### src/rtl/ahb_default_slave.sv
// AHB default slave: two-cycle ERROR for unmapped transfers, OKAY for IDLE/BUSY,
// plus a small error log (count, last address/attributes) for debug software.
module ahb_default_slave #(
    parameter int          CNT_W      = 16,
    parameter logic [1:0]  RESP_OKAY  = 2'b00,
    parameter logic [1:0]  RESP_ERROR = 2'b01
) (
    input  logic             HCLK,
    input  logic             HRESET,
    input  logic             HSEL,
    input  logic [31:0]      HADDR,
    input  logic [1:0]       HTRANS,
    input  logic             HWRITE,
    input  logic [2:0]       HSIZE,
    input  logic             HREADY,
    output logic [31:0]      HRDATA,
    output logic [1:0]       HRESP,
    output logic             HREADYOUT,
    output logic [CNT_W-1:0] err_count,
    output logic [31:0]      err_addr,
    output logic [3:0]       err_attr,
    output logic             err_valid,
    input  logic             err_clr
);

    typedef enum logic [1:0] {
        S_IDLE = 2'd0,
        S_ERR1 = 2'd1,
        S_ERR2 = 2'd2
    } state_t;

    state_t           state_q, state_d;
    logic             hreadyout_q, hreadyout_d;
    logic [1:0]       hresp_q, hresp_d;
    logic [CNT_W-1:0] cnt_q, cnt_d;
    logic [31:0]      addr_q, addr_d;
    logic [3:0]       attr_q, attr_d;
    logic             valid_q, valid_d;

    logic accept;
    logic log_en;
    logic unused_htrans0;

    assign unused_htrans0 = HTRANS[0];
    assign accept = HSEL & HREADY & HTRANS[1];
    // ERR1 never takes a new transfer, so the log only counts responses issued
    assign log_en = accept & (state_q != S_ERR1);

    always_comb begin
        state_d = state_q;
        unique case (state_q)
            S_IDLE:  if (accept) state_d = S_ERR1;
            S_ERR1:  state_d = S_ERR2;
            S_ERR2:  state_d = accept ? S_ERR1 : S_IDLE;
            default: state_d = S_IDLE;
        endcase
        hreadyout_d = (state_d != S_ERR1);
        hresp_d     = (state_d == S_IDLE) ? RESP_OKAY : RESP_ERROR;
    end

    always_comb begin
        cnt_d   = cnt_q;
        addr_d  = addr_q;
        attr_d  = attr_q;
        valid_d = valid_q;
        if (log_en) begin
            addr_d  = HADDR;
            attr_d  = {HWRITE, HSIZE};
            valid_d = 1'b1;
            if (err_clr)
                cnt_d = CNT_W'(1);
            else if (cnt_q != {CNT_W{1'b1}})
                cnt_d = cnt_q + CNT_W'(1);
        end else if (err_clr) begin
            cnt_d   = '0;
            valid_d = 1'b0;
        end
    end

    always_ff @(posedge HCLK or posedge HRESET) begin
        if (HRESET) begin
            state_q     <= S_IDLE;
            hreadyout_q <= 1'b1;
            hresp_q     <= RESP_OKAY;
            cnt_q       <= '0;
            addr_q      <= '0;
            attr_q      <= '0;
            valid_q     <= 1'b0;
        end else begin
            state_q     <= state_d;
            hreadyout_q <= hreadyout_d;
            hresp_q     <= hresp_d;
            cnt_q       <= cnt_d;
            addr_q      <= addr_d;
            attr_q      <= attr_d;
            valid_q     <= valid_d;
        end
    end

    assign HRDATA    = 32'h0;
    assign HRESP     = hresp_q;
    assign HREADYOUT = hreadyout_q;
    assign err_count = cnt_q;
    assign err_addr  = addr_q;
    assign err_attr  = attr_q;
    assign err_valid = valid_q;

endmodule

### config.mk
export PLATFORM = sky130hd
export DESIGN_NAME = ahb_default_slave
export DESIGN_NICKNAME = d
export VERILOG_FILES = /design/src/rtl/ahb_default_slave.sv
export SDC_FILE = /design/constraint.sdc
export NUM_CORES = 1
export LEC_CHECK = 0
export ABC_CLOCK_PERIOD_IN_PS = 5200
export BUFFER_PORTS_ARGS = -buffer_cell sky130_fd_sc_hd__clkbuf_2
export CORE_MARGIN = 5
export CORE_UTILIZATION = 50
export CTS_CLUSTER_DIAMETER = 120
export DETAILED_ROUTE_END_ITERATION = 8
export GPL_ROUTABILITY_DRIVEN = 1
export PLACE_DENSITY = 0.86
export SYNTH_ARGS = -nofsm -noshare
export SYNTH_HDL_FRONTEND = slang
export SYNTH_SLANG_ARGS = --single-unit
### constraint.sdc
create_clock -name HCLK -period 5.2 [get_ports HCLK]
set_input_delay 1.04 -clock HCLK [delete_from_list [all_inputs] [get_ports HCLK]]
set_output_delay 1.04 -clock HCLK [all_outputs]
set_load 0.03 [all_outputs]
---- After elaboration in Yosys (flattened, before gate mapping) ----
Index checks and enable logic that the tools add are counted.
operators by class
  $mul .................................... 0
  reductions and logical operators ........ 5
  bitwise operators ....................... 3
  equal/unequal tests ..................... 5
  div/mod/pow operators ................... 0
  shift operators ......................... 0
  $lt $le $gt $ge ......................... 0
  muxes and demuxes ....................... 10
  add/sub/neg operators ................... 1
operators by type and width
  kind                   count
  $mux 16                4
  $add 16x1->16 const B  1
  $ne 16x16->1 const B   1
  $pmux 2 s3             1
  $logic_not 2->1        2
  $mux 1                 4
  $ne 2x1->1 const B     2
  $reduce_bool 2->1      2
  $and 1x1->1            3
  $eq 2x1->1 const B     1
  $eq 2x2->1 const B     1
  $mux 2                 1
  $reduce_and 2->1       1
storage, ports and cells
  latch bits .............................. 0
  output and inout port bits .............. 88
  RAM bits ................................ 0
  memories ................................ 0
  register bits ........................... 57
  input port bits ......................... 43
  logic and storage cells ................. 31
  memory bits (read-only) ................. 0

---- Longest topological paths before layout ----
  depth after elaboration ................. 6
  mapped depth ............................ 7
  depth with buffers taken out ............ 5

---- Worst setup path after synthesis ----
Ideal clock, no wire load.
  path type ............................... input to register
  from .................................... input port HTRANS[1]
  to ...................................... register cnt_q[11], in the netlist err_count[11]
  slack ................................... 2.869 ns
  required time ........................... 5.077 ns
  data arrival time ....................... 2.208 ns
  stages on the path ...................... 4
  buffers on the path ..................... 0
  setup time .............................. 0.123 ns
  cells stage by stage .................... nand3_1 or4_4 or2_1 o221a_1
on the way
  word-level cells in the longest chain between the ends .. 4
ends and longest elaborated chain
  item                         line  RTL
  start: declaration           12    input logic [1:0] HTRANS,
  $and 1x1->1 (*)              45    assign accept = HSEL & HREADY & HTRANS[1];
  $and 1x1->1 (*)              47    assign log_en = accept & (state_q != S_ERR1);
  $reduce_bool 2->1 (no line)  -
  $reduce_and 2->1 (no line)   -
  end signal: assignment       93    cnt_q <= cnt_d;
  end: declaration             35    logic [CNT_W-1:0] cnt_q, cnt_d;
Every way passes the cells marked *; elsewhere a longest branch is shown, timed or not.
A chain may end at the register's enable or synchronous reset.

---- Worst setup path in the final report ----
  from .................................... input port HTRANS[1]
  to ...................................... register cnt_q[6], in the netlist err_count[6]
The elaborated chain is that of the path after synthesis.

==> metrics.md <==
| Metric | Value |
|---|---|
| Hold WC Path Type | flop to flop |
| Vias per inst | 4.88 |
| Achievable Freq | 346 MHz |
| Post-Route Utilization | a little over three fifths |
| Cell depth of the worst flop-to-flop path | 5 |
| CTS sink cnt | 57 |
| Hold Crit Depth | 2 |
| Rows | 27 |
| Critical Path Sink Type | flop |
| Most frequent cells in the layout | nand2_1, clkbuf_2, dfrtp_1 |
| Final setup violation count | 0 |
| # resized after CTS | 0 |
| Pin count of the biggest net entering global routing | between 50 and 60 |
| Synth Instances | just over 300 |
| Fin Clk Skew | between 0.007 and 0.008 ns |
| R2r setup slk | about 2.8 ns |
| Hold Buf Count CTS | 0 |
| CTS buffer count | 9 |
| Slew HR | 25.9% |
| DIE HEIGHT | around 84 microns |
| RSZ-0062 raised after global routing | false |
| Post-synthesis mux area share | 0% |
| Gr ovfl total | 0 |
| Sequential-to-total area share from yosys stat | between 50% and 60% |
| Final wirelength | 6080 microns |
| Worst path arrival time | ~3.1 ns |
| CTS Root Cell | clkbuf_8 |
| Fillcell total | a little under 500 |
| IO Pins | ~130 |
| Adder-cell share of the synthesized area | less than 1% |
| Final HPWL DP | between 4000 and 5000 microns |
| Kind of critical path | input pin to flop |
| Post-synthesis compound-gate area fraction | approximately 8.5% |
| Worst skew pair latency | 0.32 ns |
| Setup TNS | 0 ns |
| Synth area leaders | dfrtp_1, nand2_1, buf_4 |
| Flops & latches, synth | 57 |
| Post-CTS setup buffers | 0 |
| Fin. Hold Viols | 0 |
| Critical Path Start Type | input pin |
| Crit path time final | approximately 2.9 ns |
| Setup ws final | between 2 and 2.5 ns |
| WHS Endpoint | err_addr[13]$_DFFE_PP0P_ |
| Initial antenna violation count | 0 |
| Diodes inserted | 0 |
| Initial Util | roughly 51% |
| Max cap viols | 0 |
| Worst-path clk slew | roughly 0.070 ns |
| Share of the synthesized area in the top cell type | 51.0% |
| GPL Wtd Cong | 0.845 |
| Via count | 2,324 |
| Min-delay src | err_addr[13]$_DFFE_PP0P_ |
| Antenna Violating Nets Remaining | 0 |
| Worst R2R End | err_count[6]$_DFFE_PP0P_ |
| Reg2reg start | state_q[0]$_DFF_PP0_ |
| Final period util | 55.6% |
| Status | finished clean |
| Largest area contributor in the netlist | dfrtp_1 |
| CTS H-tree lvls | 3 |
| Layout cells sized above 1 | a little under a third |
| Final Max Slew Viols | 0 |
| Largest family of logic cells by synthesized area | simple AND/OR/NAND/NOR gates |
| Distinct cells, synth | 42 |
| Die Width | about 84 microns |
| Post-Synth Simple-Gate Area | a little over a quarter |
| Xor/xnor share of the synthesized area | 0% |
| Gr usage total | 17.8% |
| Drt pass-1 iters | 4 |
| Initial DRC count | 170 |
| P per Cell Area | ~370 nW/um^2 |
| Worst slack at placement | 1.97 ns |
| First-pass GRT wire length | 10,400 microns |
| Worst-Margin Slew | about 1.1 ns |
| Vias in the first global route | 2,242 |
| Number of buffers added on ports | 96 |
| CORE AREA | roughly 5400 sq um |
| Leakage | 1.85 nW |
| Design Power | between 0.001 and 0.0015 W |
| Mapped Avg Cell Area | slightly above 9 sq um |
| CTS tree | yes |
| DR WL/cell | ~13 microns |
| # DRC | 0 |
| Bufs on Longest Clock Path | 2 |
| Full die area | just over 7000 sq um |
| Synth Warn # | 0 |
| Most common cell after layout, fill and taps aside | nand2_1 |
| Post-Syn Area | ~2700 sq um |
| Data required time of the worst path | between 5 and 6 ns |
| Area Growth Syn to Fin | 23.6% |
| VDD IR max | 0.222 mV |
| Crit Path Max Fanout | 35 |
| Layout net count | 443 |
-- flip-flops by register name, summed over array words and instances (netlist names) --
| signal | count |
|---|---|
| HREADYOUT | 1 |
| HRESP | 1 |
| err_addr | 32 |
| err_attr | 4 |
| err_count | 16 |
| err_valid | 1 |
| state_q | 2 |
-- power breakdown --
group | internal [W] | switching (W) | total, W
clock network | 0.000294 | 0.000170 | 0.000464
logic | 0.0000675 | 0.000207 | 0.000275
registers | 0.000496 | 0.0000280 | 0.000524
total | 0.000857 | 0.000405 | 0.00126
-- logic make-up after synthesis --
kind of cell,after synthesis
DFF,57
buffers and inverters,54
and+or+nand+nor,157
AOI/OAI and AO/OA,33
adders and majority gates,1
other,1
-- area by class of cell --
cell class              instances  area (sq um)  share of cell area [%]
multi-input cells             224          1110                    32.8
clock buffers                  11           151                    4.46
well taps                      72          90.1                    2.65
clock inverters                 5          77.6                    2.28
repair buffers                100           510                    15.0
flip-flops and latches         57          1430                    42.0
inverters                       7          26.3                   0.774
-- worst max-delay path by stage --
stage	cells past startpoint	end	startpoint
final	6	err_count[6]$_DFFE_PP0P_	HTRANS[1]
after global routing	6	err_count[6]$_DFFE_PP0P_	HTRANS[1]
after global placement	6	err_count[6]$_DFFE_PP0P_	HTRANS[1]
after CTS	6	err_count[6]$_DFFE_PP0P_	HTRANS[1]
after floorplan	1	HRESP[0]$_DFF_PP0_	HRESET
after detailed placement	6	err_count[6]$_DFFE_PP0P_	HTRANS[1]
-- worst max-delay path, stage by stage --
cell      delay [ns]
clkbuf_2        0.09
and3_1          0.21
nand2_1         0.64
buf_4           0.48
or4_1           0.52
a21oi_1         0.15
-- stage by stage --
step / instance area [sq um] / cells / hold WS [ns]
floorplan: 2870 / 335 / 0.482
global placement: 3170 / 460 / 0.458
detailed placement: 3170 / 460 / 0.462
CTS: 3400 / 476 / 0.479
global route: 3400 / 476 / 0.510
finish: 3400 / 476 / 0.475
-- synth_stat cells --
master	count
or4_1	5
o31ai_1	5
o311ai_0	2
o221a_1	1
or2_2	2
o21a_1	1
o21ai_1	1
or2_1	1
nand2_1	113
nor4_2	1
ha_1	1
inv_2	1
nand4_4	1
clkbuf_1	9
inv_1	6
dfrtp_1	56
a311oi_1	2
nand3_1	9
nor3b_1	2
nor2_1	1
conb_1	1
nand2b_1	2
nor4_4	1
o21ai_0	1
and2_1	2
nand3b_1	1
a21o_1	1
buf_1	3
nand4_1	6
a211oi_1	2
or4_4	1
a2111oi_2	1
nor3_1	4
or3b_1	1
buf_4	33
and4_1	2
a31oi_1	3
buf_2	2
and3_1	2
o41ai_1	3
a21oi_1	10
dfstp_2	1
-- per-layer routing --
| metal | GRT usage, % | vias to the layer above | part of all wire [%] | wire, microns |
|---|---|---|---|---|
| met1 | 22.5 | 1090 | 42 | 2550 |
| met4 | 6.29 | 0 | 1.2 | 70 |
| met2 | 28.6 | 82 | 49 | 3000 |
| met5 | 0 | - | 0 | 0 |
| li1 | - | 1144 | - | - |
| met3 | 6.02 | 8 | 7.5 | 454 |
No activity file was read; power rests on OpenSTA's default activity.
